[src/rtl/mux2to1_pkg.sv]
// Shared defaults and select encodings for the 2:1 word selector.
// Optional parity is enabled by defining MUX2TO1_PARITY_EN.
package mux2to1_pkg;

  localparam int DEF_WIDTH = 32;
  localparam int DEF_CNT_W = 16;

  localparam logic SEL_IN1 = 1'b0;
  localparam logic SEL_IN2 = 1'b1;

  typedef logic [DEF_WIDTH-1:0] word_t;

endpackage

[src/rtl/mux2to1_core.sv]
// Purely combinational 2:1 select, plus even parity of the result when
// MUX2TO1_PARITY_EN is defined (parity output tied low otherwise).
module mux2to1_core
  import mux2to1_pkg::*;
#(
  parameter int WIDTH = DEF_WIDTH
) (
  input  logic             ctrl,
  input  logic [WIDTH-1:0] in1,
  input  logic [WIDTH-1:0] in2,
  output logic [WIDTH-1:0] out,
  output logic             par
);

  // Kept as ?: so an unknown ctrl merges in1/in2 bitwise in simulation.
  assign out = (ctrl == SEL_IN2) ? in2 : in1;

`ifdef MUX2TO1_PARITY_EN
  assign par = ^out;
`else
  assign par = 1'b0;
`endif

endmodule

[src/rtl/mux2to1_32bit.sv]
// 2:1 datapath selector: zero-latency combinational output, plus a registered
// copy, captured select, saturating in2-select count and optional parity
// (MUX2TO1_PARITY_EN).
module mux2to1_32bit
  import mux2to1_pkg::*;
#(
  parameter int WIDTH = DEF_WIDTH,
  parameter int CNT_W = DEF_CNT_W
) (
  output logic [WIDTH-1:0] out,
  input  logic             ctrl,
  input  logic [WIDTH-1:0] in1,
  input  logic [WIDTH-1:0] in2,
  input  logic             clk,
  input  logic             rst,
  input  logic             in_valid,
  output logic [WIDTH-1:0] out_q,
  output logic             out_valid,
  output logic             sel_q,
  output logic [CNT_W-1:0] sel2_cnt,
  output logic             out_par,
  output logic             out_par_q
);

  mux2to1_core #(.WIDTH(WIDTH)) u_core (
    .ctrl (ctrl),
    .in1  (in1),
    .in2  (in2),
    .out  (out),
    .par  (out_par)
  );

  // Valid semantics: a beat is accepted on any non-reset posedge where
  // in_valid is high (no back-pressure). out_valid pulses for exactly one
  // cycle per accepted beat; out_q/sel_q hold their last accepted values.
  logic [WIDTH-1:0] data_q, data_d;
  logic             valid_q, valid_d;
  logic             sel_bit_q, sel_bit_d;
  logic [CNT_W-1:0] cnt_q, cnt_d;

  always_comb begin
    data_d    = data_q;
    sel_bit_d = sel_bit_q;
    valid_d   = in_valid;
    cnt_d     = cnt_q;
    if (in_valid) begin
      data_d    = out;
      sel_bit_d = ctrl;
      if (ctrl == SEL_IN2 && cnt_q != {CNT_W{1'b1}}) begin
        cnt_d = cnt_q + CNT_W'(1);
      end
    end
  end

  always_ff @(posedge clk) begin
    if (rst) begin
      data_q    <= '0;
      valid_q   <= 1'b0;
      sel_bit_q <= 1'b0;
      cnt_q     <= '0;
    end else begin
      data_q    <= data_d;
      valid_q   <= valid_d;
      sel_bit_q <= sel_bit_d;
      cnt_q     <= cnt_d;
    end
  end

`ifdef MUX2TO1_PARITY_EN
  logic par_q, par_d;

  always_comb begin
    par_d = par_q;
    if (in_valid) begin
      par_d = out_par;
    end
  end

  always_ff @(posedge clk) begin
    if (rst) begin
      par_q <= 1'b0;
    end else begin
      par_q <= par_d;
    end
  end

  assign out_par_q = par_q;
`else
  assign out_par_q = 1'b0;
`endif

  assign out_q     = data_q;
  assign out_valid = valid_q;
  assign sel_q     = sel_bit_q;
  assign sel2_cnt  = cnt_q;

endmodule

[config.mk]
export PLATFORM = sky130hd
export DESIGN_NAME = mux2to1_32bit
export DESIGN_NICKNAME = d
export VERILOG_FILES = /design/src/rtl/mux2to1_pkg.sv /design/src/rtl/mux2to1_core.sv /design/src/rtl/mux2to1_32bit.sv
export SDC_FILE = /design/constraint.sdc
export NUM_CORES = 1
export LEC_CHECK = 0
export ABC_AREA = 1
export CORE_ASPECT_RATIO = 1.1
export CORE_MARGIN = 2
export CORE_UTILIZATION = 40
export CTS_CLUSTER_DIAMETER = 200
export DETAILED_ROUTE_END_ITERATION = 6
export GPL_TIMING_DRIVEN = 0
export PLACE_DENSITY = 0.89
export REMOVE_ABC_BUFFERS = 1
export SETUP_SLACK_MARGIN = 0.1
export SLEW_MARGIN = 20
export SYNTH_ARGS = -nofsm -noshare
export SYNTH_HDL_FRONTEND = slang
export SYNTH_SLANG_ARGS = --single-unit
[constraint.sdc]
create_clock -name clk -period 2.8 [get_ports clk]
set_input_delay 0.42 -clock clk [delete_from_list [all_inputs] [get_ports clk]]
set_output_delay 0.42 -clock clk [all_outputs]
set_load 0.02 [all_outputs]
==> results.txt, run 1 <==
Die Span Y -> 88.6 µm
Die ar. -> 7170 µm²
Worst-Margin Slew -> 0.937 ns
Layout net count -> 561
Number of H-tree levels -> 2
Final wirelength -> 7.57 mm
Distinct cells, synth -> 23
Status -> complete, no violations
# DRC -> 0
Placed Area -> 4080 µm²
Post-route cell area -> 4170 µm²
Via count -> 2776
PwrDens -> 411 nW/µm²
Max Slew Vio Count -> 0
Asr flop ratio synth -> 0%
Sum Neg Setup Slack -> 0 ns
Clock tree buffer depth -> 2
First-pass GRT wire length -> 12.1 mm
TritonCTS Sinks -> 50
CTS tree -> yes
CORE AREA -> 6230 µm²
DRT Pass-1 Iters -> 4
Number of synthesized flops with an enable pin -> 0
Synth-to-layout area growth -> 60.1%
Final setup violation count -> 0
Worst slew margin relative to its limit -> 37.4%
Clock slew at reported path FFs -> 0.10 ns
Die X-Extent -> 80.9 µm
Max Cap Viol -> 0
ANT cells -> 0
Met3 GRT Util -> 6.43%
RSZ-0062 raised after global routing -> false
CP Capture Type -> output port
Synth Flop Type -> dfxtp_1
Vias in the first global route -> 2813
Most frequent cells in the layout -> clkdlybuf4s50_1 (146), nor2_1 (95), dfxtp_1 (50), inv_1 (45), o21ai_0 (33)
Worst Skew -> 0.00711 ns
Post-CTS setup buffers -> 0
Hold-fix buffers, CTS -> 0
Clock latency on the worst-skew pair -> 0.30 ns
Grt ovf -> 0
Synthesis Warnings -> 0
Worst vdd ir -> 0.231 mV
Final RePlAce weighted congestion -> 0.780
Netlist Area Pre-Place -> 2600 µm²
Final ANT Viol Nets -> 0
Root buffer cell -> clkbuf_8
Critical Path RT -> 2.38 ns
Lkg Pwr -> 1.77 nW
Commonest non-fill, non-tap cell in the layout -> clkdlybuf4s50_1
Initial Utilization -> 41.8%
GRT Total Usage -> 21.4%
Largest net degree at the start of global routing -> 39
#FFs+latches synth -> 50
Avg WL per Cell -> 13.2 µm
Worst hold path type -> reg -> reg
Vias per std cell -> 4.84
CTS Buf Count -> 5
Register area share after synthesis -> 38.4%
Hold Fails Final Rpt -> 0
Crit path launch type -> primary input
Global Route met2 Usage -> 40.3%
Met1 GRT Util -> 23.0%
Placed wire-length estimate -> 5.62 mm
IO Pins -> 152
Fmax -> 402 MHz
CP arrival -> 2.07 ns
Port Buffers -> 149
Initial antenna violation count -> 0
Busiest grt layer -> met2
Avg Cell Area, Syn -> 7.34 µm²
Cell count after synthesis -> 355
Crit-path max FO -> 33
Site Rows -> 30
Fraction of layout cells with a size suffix above 1 -> 12.8%
Min Clock Period, post-route -> 2.49 ns
DR iter-0 viols -> 134
Crit share post-route -> 88.8%
Post-CTS resize count -> 0
Type of the worst setup path -> in -> out
## logic make-up (layout without fill, tap and decap cells)
logic type / Yosys count / in the layout / share of synthesized area [%]
multiplexers: 32 / 32 / 13.8
flip-flops: 50 / 50 / 38.4
other: 1 / 2 / 0.144
AND/OR/NAND/NOR: 158 / 158 / 27.3
buffers and inverters: 66 / 203 / 10.8
adder cells (fa/ha/maj): 1 / 1 / 0.480
AO/OA/AOI/OAI: 47 / 47 / 9.03
## power breakdown
| part | leakage, nW | internal [mW] | total, mW | switching (mW) |
|---|---|---|---|---|
| clock network | 0.0447 | 0.181 | 0.435 | 0.254 |
| logic | 1.31 | 0.266 | 0.507 | 0.241 |
| registers | 0.412 | 0.750 | 0.771 | 0.0210 |
## per-stage QoR
stage | total power, mW | utilization [%] | cells | hold slack [ns] | worst slack (ns)
after global placement | 1.29 | 65.7 | 565 | 0.448 | -0.582
after CTS | 1.73 | 66.9 | 573 | 0.495 | 0.319
final | 1.71 | 66.9 | 573 | 0.490 | 0.314
after global routing | 1.80 | 66.9 | 573 | 0.536 | 0.246
after detailed placement | 1.30 | 65.4 | 565 | 0.481 | 0.322
after floorplan | 1.01 | - | 336 | 0.489 | 1.23
## final timing paths
path                     from          end  slack, ns  cells after the start
hold / removal          sel_q        sel_q       0.49                      2
setup reg to reg  sel2_cnt[0]  sel2_cnt[0]       1.11                      9
setup / recovery         ctrl       out[8]       0.31                      3
hold reg to reg         sel_q        sel_q       0.49                      2
## cells in the mapped netlist, types with 5 or more instances
| library cell | number | area (µm²) |
|---|---|---|
| mux2_2 | 32 | 360 |
| clkbuf_1 | 9 | 33.8 |
| nor2_1 | 95 | 357 |
| dfxtp_1 | 50 | 1000 |
| nand3_1 | 9 | 45.0 |
| a21oi_1 | 13 | 65.1 |
| nand3_2 | 7 | 70.1 |
| nand2_2 | 5 | 31.3 |
| o21ai_0 | 33 | 165 |
| nand2_1 | 31 | 116 |
| buf_2 | 6 | 30.0 |
| inv_1 | 45 | 169 |
## flip-flops by register name, indices dropped and copies added, names as in the netlist
name / cells
sel2_cnt: 16
out_valid: 1
sel_q: 1
out_q: 32
## layer usage
| layer | vias to the layer above | part of all wire, % |
|---|---|---|
| met1 | 1272 | 39 |
| met5 | - | 0 |
| met2 | 110 | 52 |
| li1 | 1383 | - |
| met3 | 11 | 7.4 |
| met4 | 0 | 1.2 |
## critical path, cell delays in order
cell and delay, ns:
buf_2 0.60, mux2_2 0.44, clkdlybuf4s50_1 0.58
## cell type report
cell class	count	area, µm²
inverter	46	173
clock buffer	5	68.8
timing repair buffer	149	1480
sequential	50	1000
multi-input combinational	240	1330
clock inverter	3	25.0
fill	531	2060
tap	80	100
Note: power is estimated with default switching activity, not from simulation.
==> run 2, diff against run 1 <==
--- a/config.mk
+++ b/config.mk
@@ -11,6 +11,7 @@
 export CORE_UTILIZATION = 40
 export CTS_CLUSTER_DIAMETER = 200
 export DETAILED_ROUTE_END_ITERATION = 6
+export GPL_ROUTABILITY_DRIVEN = 0
 export GPL_TIMING_DRIVEN = 0
 export PLACE_DENSITY = 0.89
 export REMOVE_ABC_BUFFERS = 1
==> results of run 2 <==
The final DEF is identical to that of run 1; final timing and power are the same.
==> run 3, diff against run 2 <==
--- a/config.mk
+++ b/config.mk
@@ -13,7 +13,7 @@
 export DETAILED_ROUTE_END_ITERATION = 6
 export GPL_ROUTABILITY_DRIVEN = 0
 export GPL_TIMING_DRIVEN = 0
-export PLACE_DENSITY = 0.89
+export PLACE_DENSITY = 0.95
 export REMOVE_ABC_BUFFERS = 1
 export SETUP_SLACK_MARGIN = 0.1
 export SLEW_MARGIN = 20
==> results.txt, run 3 (synthesized netlist as in run 1, its figures left out) <==
DRT Pass-1 Iters -> 4 (unchanged)
Vias per std cell -> 4.84 (-0.19%)
TritonCTS Sinks -> 50 (unchanged)
Number of H-tree levels -> 2 (unchanged)
Critical Path RT -> 2.38 ns (about the same)
Clock slew at reported path FFs -> 0.08 ns (-0.02 ns)
Via count -> 2761 (-0.54%)
Post-CTS resize count -> 0 (unchanged)
Min Clock Period, post-route -> 2.44 ns (-0.0428 ns)
Die ar. -> 7170 µm² (unchanged)
Hold Fails Final Rpt -> 0 (unchanged)
Avg WL per Cell -> 13.3 µm (+0.39%)
Final setup violation count -> 0 (unchanged)
Root buffer cell -> clkbuf_8
CP arrival -> 2.02 ns (-0.05 ns)
Crit path launch type -> primary input
CTS tree -> yes
Vias in the first global route -> 2749 (-2.3%)
Die Span Y -> 88.6 µm (unchanged)
GRT Total Usage -> 21.8% (+0.45 points)
Largest net degree at the start of global routing -> 39 (unchanged)
Clock tree buffer depth -> 2 (unchanged)
Site Rows -> 30 (unchanged)
Most frequent cells in the layout -> clkdlybuf4s50_1 (146), nor2_1 (95), dfxtp_1 (50), inv_1 (45), o21ai_0 (33)
Fmax -> 409 MHz (+1.8%)
Lkg Pwr -> 1.76 nW (about the same)
CORE AREA -> 6230 µm² (unchanged)
Max Slew Vio Count -> 0 (unchanged)
Status -> complete, no violations
Final wirelength -> 7.57 mm (about the same)
Type of the worst setup path -> in -> out
Initial Utilization -> 41.8% (unchanged)
Grt ovf -> 0 (unchanged)
CP Capture Type -> output port
Layout net count -> 561 (unchanged)
CTS Buf Count -> 5 (unchanged)
PwrDens -> 407 nW/µm² (-0.78%)
Fillers -> 528 (-0.56%)
Crit-path max FO -> 33 (unchanged)
Post-CTS setup buffers -> 0 (unchanged)
Max reg flops -> 32 (unchanged)
Die X-Extent -> 80.9 µm (unchanged)
# DRC -> 0 (unchanged)
ANT cells -> 0 (unchanged)
IO Pins -> 152 (unchanged)
Fin util -> 66.7% (-0.18 points)
Sum Neg Setup Slack -> 0 ns (unchanged)
RSZ-0062 raised after global routing -> false
Port Buffers -> 149 (unchanged)
Final ANT Viol Nets -> 0 (unchanged)
Commonest non-fill, non-tap cell in the layout -> clkdlybuf4s50_1
Placed wire-length estimate -> 5.87 mm (+4.3%)
Hold-fix buffers, CTS -> 0 (unchanged)
Worst slew margin relative to its limit -> 41.5% (+4.1 points)
Worst Skew -> 0.00135 ns (-0.00576 ns)
Final cell count without fillers -> 571 (-0.35%)
Area of the multi-input gates -> 1330 µm² (unchanged)
Worst vdd ir -> 0.226 mV (-2.5%)
DR iter-0 viols -> 109 (-19%)
Final hold slack -> 0.471 ns (-0.0187 ns)
FF+latch area -> 1000 µm² (unchanged)
DP Cell Count -> 565 (unchanged)
Synth-to-layout area growth -> 59.7%
Initial antenna violation count -> 0 (unchanged)
Worst hold path type -> reg -> reg
Fraction of layout cells with a size suffix above 1 -> 12.4% (-0.36 points)
Clock latency on the worst-skew pair -> 0.29 ns (about the same)
Worst-Margin Slew -> 0.876 ns (-0.0610 ns)
Max Cap Viol -> 0 (unchanged)
First-pass GRT wire length -> 12.2 mm (+1.1%)
Crit share post-route -> 87.2% (-1.5 points)
run 3: worst max-delay path, stage by stage:
cell             delay, ns
buf_2                 0.59
mux2_2                0.42
clkdlybuf4s50_1       0.57
run 3: layout make-up:
type	count	share of cell area, %
Sequential cell	50	24.1
Timing Repair Buffer	149	35.5
Inverter	46	4.15
Tap cell	80	2.41
Clock buffer	6	1.99
Multi-Input combinational cell	240	31.9
run 3: final timing paths:
kind / from / end / slack [ns] / cells past startpoint
worst max-delay path: ctrl / out[3] / 0.36 / 3
worst min-delay path: sel_q / sel_q / 0.47 / 2
worst max register to register: sel2_cnt[0] / sel2_cnt[6] / 1.15 / 8
worst min register to register: sel_q / sel_q / 0.47 / 2
run 3: power by group:
| group | internal (mW) | switching [mW] | leakage (nW) |
|---|---|---|---|
| clock network | 0.191 | 0.221 | 0.0431 |
| logic | 0.266 | 0.245 | 1.31 |
| registers | 0.749 | 0.0225 | 0.412 |
run 3: layer usage:
| metal | up-vias | wire [µm] | share of wire (%) | track usage [%] |
|---|---|---|---|---|
| li1 | 1377 | - | - | - |
| met1 | 1272 | 2780 | 37 | 23.0 |
| met2 | 104 | 4100 | 54 | 41.5 |
| met3 | 8 | 586 | 7.7 | 6.53 |
| met4 | 0 | 106 | 1.4 | 6.32 |
| met5 | - | 0 | 0 | 0 |
run 3: through the flow:
stage               worst slack (ns)  power [mW]  instance area, µm²
global placement              -0.519        1.29                4090
finish                         0.357        1.69                4160
CTS                            0.349        1.71                4160
floorplan                       1.23        1.01                2500
global route                   0.299        1.78                4160
detailed placement             0.352        1.30                4080
